<file path="src/rtl/uart_rx_engine_if.sv">
// uart_rx_engine_if
//   Output bundle of the UART receive engine toward the RX stream FIFO.
//   master : driven by uart_rx_engine
//   slave  : consumed by the FIFO / any observer
// Signals:
//   rx_data_valid  one-cycle pulse per completed frame
//   rx_data        received byte, held until the next pulse
//   rx_data_error  parity or framing error for rx_data (used as tkeep downstream)
//   rx_break       level, high while a break condition persists
interface uart_rx_engine_if #(
  parameter int DATA_BITS = 8
);
  logic                 rx_data_valid;
  logic [DATA_BITS-1:0] rx_data;
  logic                 rx_data_error;
  logic                 rx_break;

  modport master (
    output rx_data_valid,
    output rx_data,
    output rx_data_error,
    output rx_break
  );

  modport slave (
    input rx_data_valid,
    input rx_data,
    input rx_data_error,
    input rx_break
  );
endinterface

</file>
<file path="src/rtl/uart_rx_engine.sv">
// uart_rx_engine
//   Oversampling UART receiver: 2-flop input synchroniser, start-bit detection
//   on the clk_enable tick, mid-bit sampling of data / optional even parity /
//   stop, and one registered rx_data_valid pulse per frame (errored frames
//   included). No backpressure.
// Ports:
//   clk         system clock
//   reset       synchronous, active-high
//   clk_enable  oversample tick, OVERSAMPLE per bit period
//   parity_en   even parity after the data bits, latched at start acceptance
//   rx_uart     asynchronous serial line, idle high
//   rx_o        output bundle (uart_rx_engine_if.master)
// Build option:
//   UART_RX_MAJORITY_VOTE_EN  when defined, each bit decision is the 2-of-3
//   majority of the samples at ticks M-1, M, M+1 (decision taken at M+1);
//   otherwise a single sample at tick M. M = OVERSAMPLE/2-1.
//
// state     | meaning
// ----------+-------------------------------------------------------------
// WAIT_HIGH | after reset or break: wait for the line to return high
// IDLE      | line idle, looking for a falling edge (start bit)
// START     | validating the start bit at mid-bit
// DATA      | sampling DATA_BITS data bits, LSB first
// PARITY    | sampling the even-parity bit
// STOP      | sampling the stop bit, commit the frame at mid-stop
module uart_rx_engine #(
  parameter int DATA_BITS  = 8,
  parameter int OVERSAMPLE = 16
) (
  input  logic             clk,
  input  logic             reset,
  input  logic             clk_enable,
  input  logic             parity_en,
  input  logic             rx_uart,
  uart_rx_engine_if.master rx_o
);

  localparam int TW = $clog2(OVERSAMPLE);
  localparam int BW = (DATA_BITS > 1) ? $clog2(DATA_BITS) : 1;
  localparam int M  = OVERSAMPLE / 2 - 1;
`ifdef UART_RX_MAJORITY_VOTE_EN
  localparam int DEC = M + 1;
`else
  localparam int DEC = M;
`endif
  localparam logic [TW-1:0] TICK_DEC  = TW'(DEC);
  localparam logic [TW-1:0] TICK_LAST = TW'(OVERSAMPLE - 1);
  localparam logic [BW-1:0] BIT_LAST  = BW'(DATA_BITS - 1);

  typedef enum logic [2:0] {
    S_WAIT_HIGH,
    S_IDLE,
    S_START,
    S_DATA,
    S_PARITY,
    S_STOP
  } state_t;

  state_t               state_q, state_d;
  logic                 rx_meta_q, rxs_q;
  logic [TW-1:0]        tick_q, tick_d;
  logic [BW-1:0]        bit_q, bit_d;
  logic [DATA_BITS-1:0] shift_q, shift_d;
  logic                 par_en_q, par_en_d;
  logic                 perr_q, perr_d;
  logic                 ferr_q, ferr_d;
  logic                 valid_q, valid_d;
  logic [DATA_BITS-1:0] rx_data_q, rx_data_d;
  logic                 err_q, err_d;
  logic                 brk_q, brk_d;

  logic                 sample;
  logic                 at_dec;
  logic                 at_last;
  logic [DATA_BITS:0]   shift_in;

`ifdef UART_RX_MAJORITY_VOTE_EN
  // hist_q[0] holds rxs from the previous tick, hist_q[1] from two ticks ago,
  // so at the decision tick (M+1) they cover ticks M and M-1.
  logic [1:0] hist_q;

  always_ff @(posedge clk) begin
    if (reset) begin
      hist_q <= 2'b11;
    end else if (clk_enable) begin
      hist_q <= {hist_q[0], rxs_q};
    end
  end

  assign sample = (hist_q[1] & hist_q[0]) | (hist_q[1] & rxs_q) | (hist_q[0] & rxs_q);
`else
  assign sample = rxs_q;
`endif

  assign at_dec   = (tick_q == TICK_DEC);
  assign at_last  = (tick_q == TICK_LAST);
  // New sample enters at the MSB; after DATA_BITS shifts the first bit is the LSB.
  assign shift_in = {sample, shift_q};

  always_comb begin
    state_d   = state_q;
    tick_d    = tick_q;
    bit_d     = bit_q;
    shift_d   = shift_q;
    par_en_d  = par_en_q;
    perr_d    = perr_q;
    ferr_d    = ferr_q;
    valid_d   = 1'b0;
    rx_data_d = rx_data_q;
    err_d     = err_q;
    brk_d     = brk_q;

    if (clk_enable) begin
      tick_d = at_last ? '0 : tick_q + 1'b1;

      unique case (state_q)
        S_WAIT_HIGH: begin
          if (rxs_q) begin
            brk_d   = 1'b0;
            state_d = S_IDLE;
          end
        end

        S_IDLE: begin
          if (!rxs_q) begin
            tick_d   = '0;
            par_en_d = parity_en;
            perr_d   = 1'b0;
            ferr_d   = 1'b0;
            state_d  = S_START;
          end
        end

        S_START: begin
          if (at_dec && sample) begin
            state_d = S_IDLE;
          end else if (at_last) begin
            bit_d   = '0;
            state_d = S_DATA;
          end
        end

        S_DATA: begin
          if (at_dec) begin
            shift_d = shift_in[DATA_BITS:1];
          end
          if (at_last) begin
            if (bit_q == BIT_LAST) begin
              state_d = par_en_q ? S_PARITY : S_STOP;
            end else begin
              bit_d = bit_q + 1'b1;
            end
          end
        end

        S_PARITY: begin
          if (at_dec) begin
            perr_d = (^shift_q) ^ sample;
          end
          if (at_last) begin
            state_d = S_STOP;
          end
        end

        S_STOP: begin
          if (at_dec) begin
            ferr_d    = ~sample;
            valid_d   = 1'b1;
            rx_data_d = shift_q;
            err_d     = perr_q | ferr_d;
            // A low stop bit with all-zero data means the line is held low.
            if (ferr_d && (shift_q == '0)) begin
              brk_d   = 1'b1;
              state_d = S_WAIT_HIGH;
            end else begin
              // Leave at mid-stop so the next start edge is caught early.
              state_d = S_IDLE;
            end
          end
        end

        default: state_d = S_WAIT_HIGH;
      endcase
    end
  end

  always_ff @(posedge clk) begin
    if (reset) begin
      rx_meta_q <= 1'b1;
      rxs_q     <= 1'b1;
      state_q   <= S_WAIT_HIGH;
      tick_q    <= '0;
      bit_q     <= '0;
      shift_q   <= '0;
      par_en_q  <= 1'b0;
      perr_q    <= 1'b0;
      ferr_q    <= 1'b0;
      valid_q   <= 1'b0;
      rx_data_q <= '0;
      err_q     <= 1'b0;
      brk_q     <= 1'b0;
    end else begin
      rx_meta_q <= rx_uart;
      rxs_q     <= rx_meta_q;
      state_q   <= state_d;
      tick_q    <= tick_d;
      bit_q     <= bit_d;
      shift_q   <= shift_d;
      par_en_q  <= par_en_d;
      perr_q    <= perr_d;
      ferr_q    <= ferr_d;
      valid_q   <= valid_d;
      rx_data_q <= rx_data_d;
      err_q     <= err_d;
      brk_q     <= brk_d;
    end
  end

  assign rx_o.rx_data_valid = valid_q;
  assign rx_o.rx_data       = rx_data_q;
  assign rx_o.rx_data_error = err_q;
  assign rx_o.rx_break      = brk_q;

endmodule

</file>
<file path="src/flat_wrapper.sv">
// flat-port wrapper written by rule: the top's interface ports become plain ports
module uart_rx_engine_flat 
#(
  parameter int DATA_BITS  = 8,
  parameter int OVERSAMPLE = 16
)
  (clk, reset, clk_enable, parity_en, rx_uart, rx_o_rx_data_valid, rx_o_rx_data, rx_o_rx_data_error, rx_o_rx_break);
  uart_rx_engine_if #(.DATA_BITS(DATA_BITS)) rx_o_i ();
  input  logic clk;
  input  logic reset;
  input  logic clk_enable;
  input  logic parity_en;
  input  logic rx_uart;
  output wire logic [$bits(rx_o_i.rx_data_valid)-1:0] rx_o_rx_data_valid;
  output wire logic [$bits(rx_o_i.rx_data)-1:0] rx_o_rx_data;
  output wire logic [$bits(rx_o_i.rx_data_error)-1:0] rx_o_rx_data_error;
  output wire logic [$bits(rx_o_i.rx_break)-1:0] rx_o_rx_break;
  assign rx_o_rx_data_valid = rx_o_i.rx_data_valid;
  assign rx_o_rx_data = rx_o_i.rx_data;
  assign rx_o_rx_data_error = rx_o_i.rx_data_error;
  assign rx_o_rx_break = rx_o_i.rx_break;
  uart_rx_engine #(.DATA_BITS(DATA_BITS), .OVERSAMPLE(OVERSAMPLE)) u_core (.clk(clk), .reset(reset), .clk_enable(clk_enable), .parity_en(parity_en), .rx_uart(rx_uart), .rx_o(rx_o_i));
endmodule
</file>
<file path="config.mk">
export PLATFORM = sky130hd
export DESIGN_NAME = uart_rx_engine_flat
export DESIGN_NICKNAME = d
export VERILOG_FILES = /design/src/rtl/uart_rx_engine_if.sv /design/src/rtl/uart_rx_engine.sv /design/src/flat_wrapper.sv
export SDC_FILE = /design/constraint.sdc
export NUM_CORES = 1
export LEC_CHECK = 0
export BUFFER_PORTS_ARGS = -buffer_cell sky130_fd_sc_hd__clkbuf_2
export CAP_MARGIN = 20
export CORE_ASPECT_RATIO = 2
export CORE_MARGIN = 5
export CORE_UTILIZATION = 52
export CTS_CLUSTER_SIZE = 24
export DETAILED_ROUTE_END_ITERATION = 12
export PLACE_DENSITY = 0.74
export SYNTH_ARGS = -nofsm -noshare
export SYNTH_HDL_FRONTEND = slang
export SYNTH_SLANG_ARGS = --single-unit
</file>
<file path="constraint.sdc">
create_clock -name clk -period 2.7 [get_ports clk]
set_clock_uncertainty 0.15 [all_clocks]
set_input_delay 0.135 -clock clk [delete_from_list [all_inputs] [get_ports clk]]
set_output_delay 0.135 -clock clk [all_outputs]
set_load 0.02 [all_outputs]
</file>
; Word level (Yosys, flattened, before mapping)
; Index checks and enable logic that the tools add are counted.
[totals]
regBits = 33
in_bits = 5
out_inout_bits = 11
[op_classes]
n_addsub = 2
eq_ne = 20
mux = 27
bitwise_logic = 5
n_reduce_logical = 16
[ops]
columns = cell, count
row1 = $mux W3, 12
row2 = $pmux W3 S6, 1
row3 = $ne A2 B1 Y1 const B, 8
row4 = $mux W4, 3
row5 = $eq A3 B3 Y1 const B, 3
row6 = $reduce_and A3 Y1, 3
row7 = $logic_not A8 Y1, 1
row8 = $mux W1, 8
row9 = $reduce_and A8 Y1, 1
row10 = $reduce_xor A8 Y1, 1
row11 = $eq A3 B2 Y1 const B, 2
row12 = $ne A2 B2 Y1 const B, 3
row13 = $pmux W3 S2, 1
row14 = $reduce_and A6 Y1, 1
row15 = $reduce_bool A2 Y1, 3
row16 = $reduce_and A5 Y1, 1
row17 = $add A4 B1 Y4 const B, 1
row18 = $eq A4 B3 Y1 const B, 1
row19 = $eq A4 B4 Y1 const B, 1
row20 = $pmux W1 S2, 2
row21 = $reduce_and A4 Y1, 1
row22 = $add A3 B1 Y3 const B, 1
row23 = $eq A3 B1 Y1 const B, 1
row24 = $logic_not A3 Y1, 1
row25 = 6 further kinds, 9

; Logic depth before layout (Yosys ltp)
[logic_depth]
word_depth = 5
ltp_mapped = 6

; Worst setup path after synthesis
; OpenSTA, ideal clock, no wires.
[synth_path]
path_type = reg-to-reg
from = register u_core.tick_q[0]
to = register u_core.bit_q[0]
arrival_ps = 1415
required_time_ps = 2482
slack_ps = 1067
stages_incl_launch_ff = 6
path_buffers = 0
cell_sequence = dfxtp_1 ha_1 and3_4 nand4_4 or3_1 a21oi_2
[synth_between]
elab_chain_cells = 4
word_cells_on_any_way = 7
cone_classes = 5 x eq/ne / 2 x reduce/logical
[synth_lines]
columns = item, line_no
row1 = from (decl), uart_rx_engine.sv:61  ; logic [TW-1:0] tick_q, tick_d;
row2 = from (signal assigned), uart_rx_engine.sv:206  ; tick_q <= tick_d;
row3 = $eq A4 B3 Y1, uart_rx_engine.sv:95  ; assign at_dec = (tick_q == TICK_DEC);
row4 = $logic_and A1 B1 Y1, uart_rx_engine.sv:135  ; if (at_dec && sample) begin
row5 = $ne A2 B2 Y1 (no source line), n/a
row6 = $reduce_and A6 Y1 (no source line) (*), n/a
row7 = to (signal assigned), uart_rx_engine.sv:207  ; bit_q <= bit_d;
row8 = to (decl), uart_rx_engine.sv:62  ; logic [BW-1:0] bit_q, bit_d;
; Every way passes the cells marked *; elsewhere a longest branch is shown, timed or not.
; A chain may end at the register's enable or synchronous reset.

; Final worst setup path
[layout_path]
from = register u_core.tick_q[0]
to = register u_core.err_q (netlist: u_core.rx_o.rx_data_error)
[layout_between]
elab_chain_cells = 2
[layout_lines]
columns = item, line_no
row1 = $eq A4 B3 Y1, uart_rx_engine.sv:95
row2 = $reduce_and A3 Y1 (no source line), n/a
row3 = to (signal assigned), uart_rx_engine.sv:214  ; err_q <= err_d;
row4 = to (decl), uart_rx_engine.sv:69  ; logic err_q, err_d;
; Every way passes these cells.

==> flow_summary.toml <==
[final_layout]
antenna_cells = 0
area_delta_synth_final_pct = 11.97
fin_cells = 228
drive_gt1_share_pct = 23.35
fin_nets = 208

[global_route]
grt_start_max_net_pins = 37
first_global_vias = 1326
grt_overflow = 0
grt_pass1_wl_um = 5809
grt.total_usage_pct = 16.01
grt_antenna_before_repair = 0

[power]
power.internal_w = 0.0008366
p_sw_share_pct = 22.07
seq_power_share_pct = 47.1
vdd_drop_max_mv = 0.4498
power_w = 0.001074
p_sw_w = 0.0002370
p_leak_nw = 0.8264
power_density_mw_per_mm2 = 549.3
power_frac_comb_pct = 8.8
clkPwrFrac_pct = 44.1

[logic_synthesis]
synth-seq-cells = 33
syn-num-nets = 190
yosysTopAreaCellShare_pct = 37.85
synth-edff-count = 0
synth-async-reset-ratio_pct = 0
ys_seq_area_share_pct = 37.85
synth_cell_types = 54
synthesis.area_mm2 = 0.001745
synth.area.top_cells = "dfxtp_1 38%, mux2i_1 11%, nor2_1 6.0%"
synth_ff_type = "dfxtp_1"
ys.warnings.count = 0
synthMostInstantiatedCell = "dfxtp_1"
avgSynthCellArea_um2 = 9.806
synth_commonest_cells = "33 x dfxtp_1, 28 x nor2_1, 20 x mux2i_1"
yosysTopAreaCell = "dfxtp_1"
synthCells = 178

[clocking]
cts.sinks = 33
cts_tree = "built"
clockBufferDepth = 2
cts_setup_buffers = 0
clk_latency_ns = 0.29
cts_max_level = 2
cts_buffers = 5
cts_root_buf = "clkbuf_8"
cts_resized = 0
path_clk_slew_ns = 0.06

[route]
first_pass_iters = 4
wl_um = 3455
drt-initial-drc-count = 34
postRouteAntennaNets = 0
vias = 1347
wire_per_inst_um = 15.15
avgViaCountPerCell = 5.908
drc = 0

[critical_path]
cp-end-kind = "flop"
crit_type = "reg2reg"
critPathLaunchType = "flop"
regToRegStartpoint = "u_core.tick_q[0]"
critPathMaxFanout = 8
worstSetupEndpoint = "u_core.rx_o.rx_data_error"
cp-startpoint = "u_core.tick_q[0]"
r2r_cells = 6
cp.required_ns = 2.74
rrSetupSlack_ns = 0.62
crit-reg2reg-capture = "u_core.rx_o.rx_data_error"
cp.arrival_ns = 2.12

[sta]
worstMarginPinSlew_ns = 0.7308
finalMaxSlewViolations = 0
hold_viol = 0
setup_violations = 0
min_period_over_period_pct = 77.03
fin_crit_ns = 2.080
fmax_ghz = 0.4808
final.setup.tns_ns = 0
slew_headroom_pct = 51.28
rsz0062_at_grt = "false"

[floorplan]
start_util_pct = 54.66
core_mm2 = 0.003193
rows = 29
die_x_um = 50.97
ios = 16
design.die.area_mm2 = 0.004685
die_h_um = 91.93

[placement]
gp_congestion = 0.9117
hpwl_um = 2483
numPlacedInstances = 218
io_buffers = 15

[run]
drv_cap = 0

[hold_path]
hold_class = "in2reg"

[status]
status = "finished clean"
state kept, by name, indices dropped and copies added (netlist names):
signal and count:
u_core.bit_q 3, u_core.par_en_q 1, u_core.perr_q 1, u_core.rx_meta_q 1
u_core.rx_o.rx_break 1, u_core.rx_o.rx_data 8, u_core.rx_o.rx_data_error 1, u_core.rx_o.rx_data_valid 1
u_core.rxs_q 1, u_core.shift_q 8, u_core.state_q 3, u_core.tick_q 4
cell type report:
type	instances	area, um2
fill	268	1239
multi-input combinational	126	983.4
sequential	33	660.6
timing repair buffer	20	117.6
clock buffer	7	86.33
tap	31	38.79
inverter	10	37.54
clock inverter	1	30.03
per-layer routing:
metal	track usage [%]	vias up	wire length, um
met2	26.76	39	1843
met4	11.51	0	156
met5	0	-	0
met3	3.734	12	147
met1	16.67	636	1307
li1	-	660	-
per-stage QoR:
stage	cell area [um2]	setup WS [ns]	hold slack (ns)	utilization [%]
4_1_cts	1954	0.6411	0.1032	61.21
5_1_grt	1954	0.4795	0.1461	61.21
2_1_floorplan	1745	1.067	0.08881	-
3_3_place_gp	1818	0.7394	0.1678	56.94
3_5_place_dp	1818	0.6484	0.1728	56.94
6_report	1954	0.6201	0.1080	61.21
power groups by stage:
| stage | clock (W) | sequential, W | combinational (W) |
|---|---|---|---|
| 2_1_floorplan | 0 | 0.000513 | 0.0000809 |
| 3_5_place_dp | 0 | 0.000517 | 0.0000928 |
| 3_3_place_gp | 0 | 0.000516 | 0.0000902 |
| 5_1_grt | 0.000503 | 0.000507 | 0.000106 |
| 6_report | 0.000473 | 0.000506 | 0.0000945 |
| 4_1_cts | 0.000485 | 0.000506 | 0.0000954 |
what timing repair did:
action / in CTS / in global routing
setup endpoints to repair: 0 / 0
hold buffers: 2 / 0
endpoints found under the hold margin: 2 / 0
worst min-delay path by stage:
stage                    start               end  slack (ns)  cells after the start
floorplan              rx_uart  u_core.rx_meta_q        0.09                      1
global placement       rx_uart  u_core.rx_meta_q        0.17                      2
detailed placement     rx_uart  u_core.rx_meta_q        0.17                      2
CTS                 clk_enable  u_core.tick_q[3]        0.10                      4
global route        clk_enable  u_core.tick_q[0]        0.15                      4
finish              clk_enable  u_core.tick_q[3]        0.11                      4
cell usage in the layout (no fill, tap or decap), types with 3 or more instances in the layout:
cell and count:
nor2b_1 3, nand4_1 3, clkbuf_8 6, a21oi_1 6
inv_1 9, ha_1 7, clkbuf_2 15, nor2_1 28
nand2_1 7, buf_4 3, or2_2 3, nand2b_1 4
dfxtp_1 33, mux2i_1 20
cell families (layout without fill, tap and decap cells):
family	count (synthesis)	in the layout	synth area share [%]
compound gates	26	26	11.83
xor+xnor	3	3	2.294
fa+ha+maj	7	7	5.018
buf+inv	19	38	5.805
flops	33	33	37.85
mux	20	20	11.47
simple gates	70	70	25.73
critical path, cell delays in order (launching register included):
cell and delay (ns):
dfxtp_1 0.39, ha_1 0.33, nand4b_2 0.21, nor2_2 0.35, buf_4 0.24, nor2_1 0.06, a311oi_2 0.24
(Power assumes the default switching activity.)
